**src/rtl/decoder_scan_ctrl.sv**
```systemverilog
// Select-pair sequencer for a 2x4 decoder: walks idx 0..3 at a prescaled rate,
// with hold, single-step and direct-load modes. All outputs are registered.
module decoder_scan_ctrl #(
  parameter int PRESCALE = 4,
  parameter int PS_W     = 16
) (
  input  logic       clk,
  input  logic       rst_n,
  input  logic       start,
  input  logic       stop,
  input  logic       step,
  input  logic       load,
  input  logic [1:0] load_idx,
  output logic       a,
  output logic       b,
  output logic       tick,
  output logic       wrap,
  output logic       busy
);

  // state  | meaning
  // S_IDLE | parked, idx forced to 0, waiting for start
  // S_SCAN | idx auto-advances every PRESCALE cycles
  // S_HOLD | idx and pc frozen; step/load move idx manually
  typedef enum logic [1:0] {S_IDLE, S_SCAN, S_HOLD} state_t;

  localparam logic [PS_W-1:0] PC_LAST = PS_W'(PRESCALE - 1);

  state_t          r_state;
  logic [1:0]      r_idx;
  logic [PS_W-1:0] r_pc;
  logic            r_tick;
  logic            r_wrap;
  logic            r_busy;
  logic            w_pc_last;

  assign w_pc_last = (r_pc == PC_LAST);

  always_ff @(posedge clk or negedge rst_n) begin
    if (!rst_n) begin
      r_state <= S_IDLE;
      r_idx   <= 2'd0;
      r_pc    <= '0;
      r_tick  <= 1'b0;
      r_wrap  <= 1'b0;
      r_busy  <= 1'b0;
    end else begin
      r_tick <= 1'b0;
      r_wrap <= 1'b0;
      case (r_state)
        S_IDLE: begin
          if (start && !stop) begin
            r_state <= S_SCAN;
            r_idx   <= 2'd0;
            r_pc    <= '0;
            r_tick  <= 1'b1;
            r_busy  <= 1'b1;
          end
        end
        S_SCAN: begin
          if (stop) begin
            r_state <= S_HOLD;
          end else if (load) begin
            r_idx  <= load_idx;
            r_pc   <= '0;
            r_tick <= 1'b1;
          end else if (w_pc_last) begin
            r_idx  <= r_idx + 2'd1;
            r_pc   <= '0;
            r_tick <= 1'b1;
            r_wrap <= (r_idx == 2'd3);
          end else begin
            r_pc <= r_pc + 1'b1;
          end
        end
        S_HOLD: begin
          if (stop) begin
            r_state <= S_IDLE;
            r_idx   <= 2'd0;
            r_pc    <= '0;
            r_busy  <= 1'b0;
          end else if (start) begin
            // resume keeps idx and the partially elapsed slot count
            r_state <= S_SCAN;
          end else if (load) begin
            r_idx  <= load_idx;
            r_pc   <= '0;
            r_tick <= 1'b1;
          end else if (step) begin
            r_idx  <= r_idx + 2'd1;
            r_tick <= 1'b1;
            r_wrap <= (r_idx == 2'd3);
          end
        end
        default: begin
          r_state <= S_IDLE;
          r_idx   <= 2'd0;
          r_pc    <= '0;
          r_busy  <= 1'b0;
        end
      endcase
    end
  end

  assign a    = r_idx[1];
  assign b    = r_idx[0];
  assign tick = r_tick;
  assign wrap = r_wrap;
  assign busy = r_busy;

endmodule

```
**config.mk**
```make
export PLATFORM = sky130hd
export DESIGN_NAME = decoder_scan_ctrl
export DESIGN_NICKNAME = d
export VERILOG_FILES = /design/src/rtl/decoder_scan_ctrl.sv
export SDC_FILE = /design/constraint.sdc
export NUM_CORES = 1
export LEC_CHECK = 0
export CORE_MARGIN = 2
export CORE_UTILIZATION = 35
export DETAILED_ROUTE_END_ITERATION = 10
export GPL_ROUTABILITY_DRIVEN = 0
export RECOVER_POWER = 100
export SKIP_LAST_GASP = 1
export SLEW_MARGIN = 40
export SYNTH_ARGS = -nofsm -noshare
export SYNTH_HDL_FRONTEND = slang
export SYNTH_SLANG_ARGS = --single-unit
```
**constraint.sdc**
```tcl
create_clock -name clk -period 3.4 [get_ports clk]
set_input_delay 0.34 -clock clk [delete_from_list [all_inputs] [get_ports clk]]
set_output_delay 0.34 -clock clk [all_outputs]
set_load 0.01 [all_outputs]
```
==> impl_metrics.prom <==
# TYPE chip_impl_metric gauge
chip_impl_info{name="status",value="finished, final reports clean"} 1
chip_impl_metric{name="dp_hpwl",unit="um"} 2440
chip_impl_metric{name="drt_wl_total",unit="um"} 3360
chip_impl_info{name="synth_top_cell_by_area",value="sky130_fd_sc_hd__dfrtp_1"} 1
chip_impl_metric{name="grt_start_max_net_pins",unit=""} 24
chip_impl_metric{name="synth.net_count",unit=""} 179
chip_impl_metric{name="grt_remaining_overflow",unit=""} 0
chip_impl_metric{name="synthCells",unit=""} 165
chip_impl_metric{name="ctsHtreeMaxLevel",unit=""} 1
chip_impl_info{name="prevailing_post_synth_register_cell",value="sky130_fd_sc_hd__dfrtp_1"} 1
chip_impl_metric{name="cp.buffers_inverters",unit=""} 1
chip_impl_metric{name="num-nets-final",unit=""} 188
chip_impl_metric{name="route.antenna.remaining_nets",unit=""} 0
chip_impl_metric{name="synth_enable_flop_cells",unit=""} 0
chip_impl_metric{name="ys_warn_count",unit=""} 0
chip_impl_metric{name="drt_pass1_iterations",unit=""} 4
chip_impl_metric{name="irDropWorstVdd",unit="mV"} 0.255
chip_impl_metric{name="effective_utilization_at_floorplan",unit="%"} 36.5
chip_impl_metric{name="setup_tns",unit="ns"} 0
chip_impl_metric{name="fp.coreArea",unit="mm^2"} 0.00400
chip_impl_metric{name="top_fanout_value_on_the_critical_path",unit=""} 10
chip_impl_metric{name="drt_first_iter_violations",unit=""} 79
chip_impl_metric{name="report.final.setup_viol",unit=""} 0
chip_impl_metric{name="synth_cell_types",unit=""} 45
chip_impl_metric{name="antennaDiodeCount",unit=""} 0
chip_impl_info{name="timing.setup.critical_path_class",value="reg2reg"} 1
chip_impl_metric{name="finalCriticalPeriod",unit="ns"} 2.77
chip_impl_metric{name="yosysSeqAreaShare",unit="%"} 39.5
chip_impl_metric{name="dieArea",unit="mm^2"} 0.00470
chip_impl_metric{name="clock-sinks",unit=""} 23
chip_impl_info{name="tritoncts",value="done"} 1
chip_impl_metric{name="postSynthAreaPerCell",unit="um^2"} 8.84
chip_impl_info{name="crit_path_cell_trace",value="ha_1, or4b_1, o41ai_1, clkbuf_1, o21ai_0, o31ai_1"} 1
chip_impl_metric{name="power.density_cell_area",unit="mW/mm^2"} 526
chip_impl_metric{name="clock_latency_on_the_worst_skew_pair",unit="ns"} 0.27
chip_impl_metric{name="worst_ep_required_time",unit="ns"} 3.56
chip_impl_metric{name="cts_inserted_buffers",unit=""} 3
chip_impl_metric{name="pre_cts_slack",unit="ns"} 0.772
chip_impl_metric{name="layout.cells.non_filler",unit=""} 223
chip_impl_metric{name="final-max-slew-violation-count",unit=""} 0
chip_impl_metric{name="async_reset_ff_share",unit="%"} 100
chip_impl_info{name="setup.worst_path.start_class",value="flop"} 1
chip_impl_metric{name="die-width",unit="um"} 68.6
chip_impl_metric{name="max_cap_viol_count",unit=""} 0
chip_impl_metric{name="post_cts_buffers",unit=""} 0
chip_impl_metric{name="synth_top_cell_area_share",unit="%"} 39.5
chip_impl_info{name="path_delay_family",value="compound AO/OA/AOI/OAI gates"} 1
chip_impl_metric{name="synth.ff_latch_count",unit=""} 23
chip_impl_metric{name="syn-cell-area",unit="mm^2"} 0.00146
chip_impl_metric{name="number_of_global_route_vias_before_repair",unit=""} 1258
chip_impl_metric{name="clock-skew-final",unit="ns"} 0.00437
chip_impl_metric{name="max_buffers_root_to_sink",unit=""} 2
chip_impl_metric{name="grt_util_all_layers",unit="%"} 16.9
chip_impl_info{name="cts_root_buf",value="sky130_fd_sc_hd__clkbuf_8"} 1
chip_impl_info{name="setup.worst_path.end_class",value="flop"} 1
chip_impl_metric{name="worst_pin_slew",unit="ns"} 1.27
chip_impl_info{name="worst_hold_path_type",value="in2async"} 1
chip_impl_metric{name="timing.critical_path.slowest_cell_delay",unit="ns"} 0.52
chip_impl_metric{name="final_layout_size_suffix_gt1_share",unit="%"} 5.78
chip_impl_metric{name="slew-limit-headroom",unit="%"} 15.4
chip_impl_metric{name="postCtsHoldBufs",unit=""} 0
chip_impl_info{name="setup_repair_after_global_routing_missed_its_margin",value="no"} 1
chip_impl_metric{name="power_leakage",unit="uW"} 0.000680
chip_impl_metric{name="route.vias.total",unit=""} 1309
chip_impl_metric{name="grt_pass1_wl",unit="um"} 5990
chip_impl_metric{name="grt_antenna_before_repair",unit=""} 0
chip_impl_metric{name="fp-row-count",unit=""} 23
chip_impl_metric{name="dieHeight",unit="um"} 68.6
chip_impl_info{name="synth.cells.most_frequent",value="sky130_fd_sc_hd__dfrtp_1 (23), sky130_fd_sc_hd__o21ai_0 (16), sky130_fd_sc_hd__nand2_1 (15)"} 1
chip_impl_metric{name="filler_cell_count",unit=""} 390
chip_impl_metric{name="final_hold_viol_count",unit=""} 0
chip_impl_metric{name="io_pins",unit=""} 13
chip_impl_metric{name="syn_to_final_growth",unit="%"} 12.0
chip_impl_info{name="cpMaxStageDelayCell",value="sky130_fd_sc_hd__or4b_1"} 1
chip_impl_metric{name="setup_slack",unit="ns"} 0.628
chip_impl_metric{name="dp.cells",unit=""} 219
chip_impl_metric{name="drt-vias-per-instance",unit=""} 5.87
chip_impl_metric{name="arrival_time_reported_for_the_critical_path_endpoint",unit="ns"} 2.93
chip_impl_info{name="yosys.cell_count.top_type",value="sky130_fd_sc_hd__dfrtp_1"} 1
chip_impl_metric{name="layout.core_utilization",unit="%"} 40.9
chip_impl_metric{name="cts.reportedPaths.clkPinSlew",unit="ns"} 0.08
chip_impl_metric{name="timing.critical_path.depth",unit=""} 6
chip_impl_metric{name="cts-resized-gates",unit=""} 0
chip_impl_metric{name="clock.fmax",unit="GHz"} 0.361
chip_impl_info{name="yosys-top-cells-area",value="sky130_fd_sc_hd__dfrtp_1 (39%), sky130_fd_sc_hd__o21ai_0 (5.5%), sky130_fd_sc_hd__ha_1 (5.1%), sky130_fd_sc_hd__o31ai_1 (4.6%), sky130_fd_sc_hd__nand2_1 (3.9%)"} 1
chip_impl_metric{name="final.period_utilization",unit="%"} 81.5
chip_impl_metric{name="drc",unit=""} 0
chip_impl_metric{name="avgRoutedWirePerCell",unit="um"} 15.1
chip_impl_metric{name="io_buffer_count",unit=""} 12
chip_impl_metric{name="timing.reg2reg.worst_path_depth",unit=""} 6
==> per-stage QoR <==
| step | hold slack [ns] | total power [uW] | cell area, um^2 |
|---|---|---|---|
| 3_5_place_dp | 0.351 | 710 | 1600 |
| 5_1_grt | 0.432 | 928 | 1630 |
| 4_1_cts | 0.0520 | 883 | 1650 |
| 3_3_place_gp | 0.475 | 693 | 1600 |
| 2_1_floorplan | 0.0444 | 588 | 1460 |
| 6_report | 0.329 | 859 | 1630 |
==> path summary, 6_finish.rpt <==
kind                       startpoint        to  slack, ns
setup / recovery              r_pc[0]  r_idx[0]       0.63
hold / removal                  rst_n  r_idx[0]       0.33
setup reg to reg              r_pc[0]  r_idx[0]       0.63
hold reg to reg              r_pc[15]  r_pc[15]       0.47
max in group asynchronous       rst_n   r_pc[2]       2.33
min in group clk             r_pc[15]  r_pc[15]       0.47
==> worst register-to-register path: stages (launching register included) <==
cell,delay (ns)
sky130_fd_sc_hd__dfrtp_1,0.41
sky130_fd_sc_hd__ha_1,0.25
sky130_fd_sc_hd__or4b_1,0.52
sky130_fd_sc_hd__o41ai_1,0.45
sky130_fd_sc_hd__clkbuf_1,0.41
sky130_fd_sc_hd__o21ai_0,0.32
sky130_fd_sc_hd__o31ai_1,0.31
==> per-layer routing <==
layer | GRT usage [%] | vias up | part of all wire, %
li1 | - | 643 | -
met1 | 22.4 | 639 | 49
met2 | 27.3 | 22 | 47
met3 | 4.06 | 5 | 3.2
met4 | 5.25 | 0 | 1.1
met5 | 0 | - | 0
==> logic make-up (layout without fill, tap and decap cells) <==
kind of cell | count (synthesis) | after routing | synth area share, %
mux | 2 | 2 | 1.46
fa+ha+maj | 6 | 6 | 5.15
compound gates | 56 | 56 | 26.0
buf+inv | 16 | 24 | 5.23
simple gates | 62 | 62 | 22.7
flops | 23 | 23 | 39.5
==> report_power, final <==
group	switching [uW]	internal, uW
Sequential	31.1	307
Combinational	214	137
Clock	86.6	83.7
==> flip-flops by register name, indices dropped and copies added (netlist names) <==
name     flops
tick         1
r_pc        16
wrap         1
r_idx        2
r_state      2
busy         1
==> cell usage in the layout, fill, tap and decap left out, drive strengths merged, types with 2 or more instances in the layout <==
master	netlist	routed
nor2b	2	2
nand2	15	15
nor4	3	3
a22oi	2	2
dfrtp	23	23
or3	2	2
a211oi	2	2
nand4	4	4
o21ai	20	20
a21oi	8	8
nand2b	3	3
o31ai	10	10
o41ai	3	3
clkbuf	6	6
and4	2	2
or2	2	2
clkdlybuf4s50	0	6
ha	6	6
nor3	3	3
inv	6	6
a31oi	2	2
dlygate4sd3	0	5
and3	3	3
nor2	10	10
or4	3	3
nand3	7	7
==> final cells by class <==
cell class | instances | area [um^2] | area share [%]
inverters | 6 | 22.5 | 1.38
well taps | 50 | 62.6 | 3.83
repair buffers | 14 | 125 | 7.66
multi-input cells | 126 | 803 | 49.2
flip-flops and latches | 23 | 576 | 35.2
clock buffers | 4 | 45.0 | 2.76
Power figures use the tool's default switching activity.
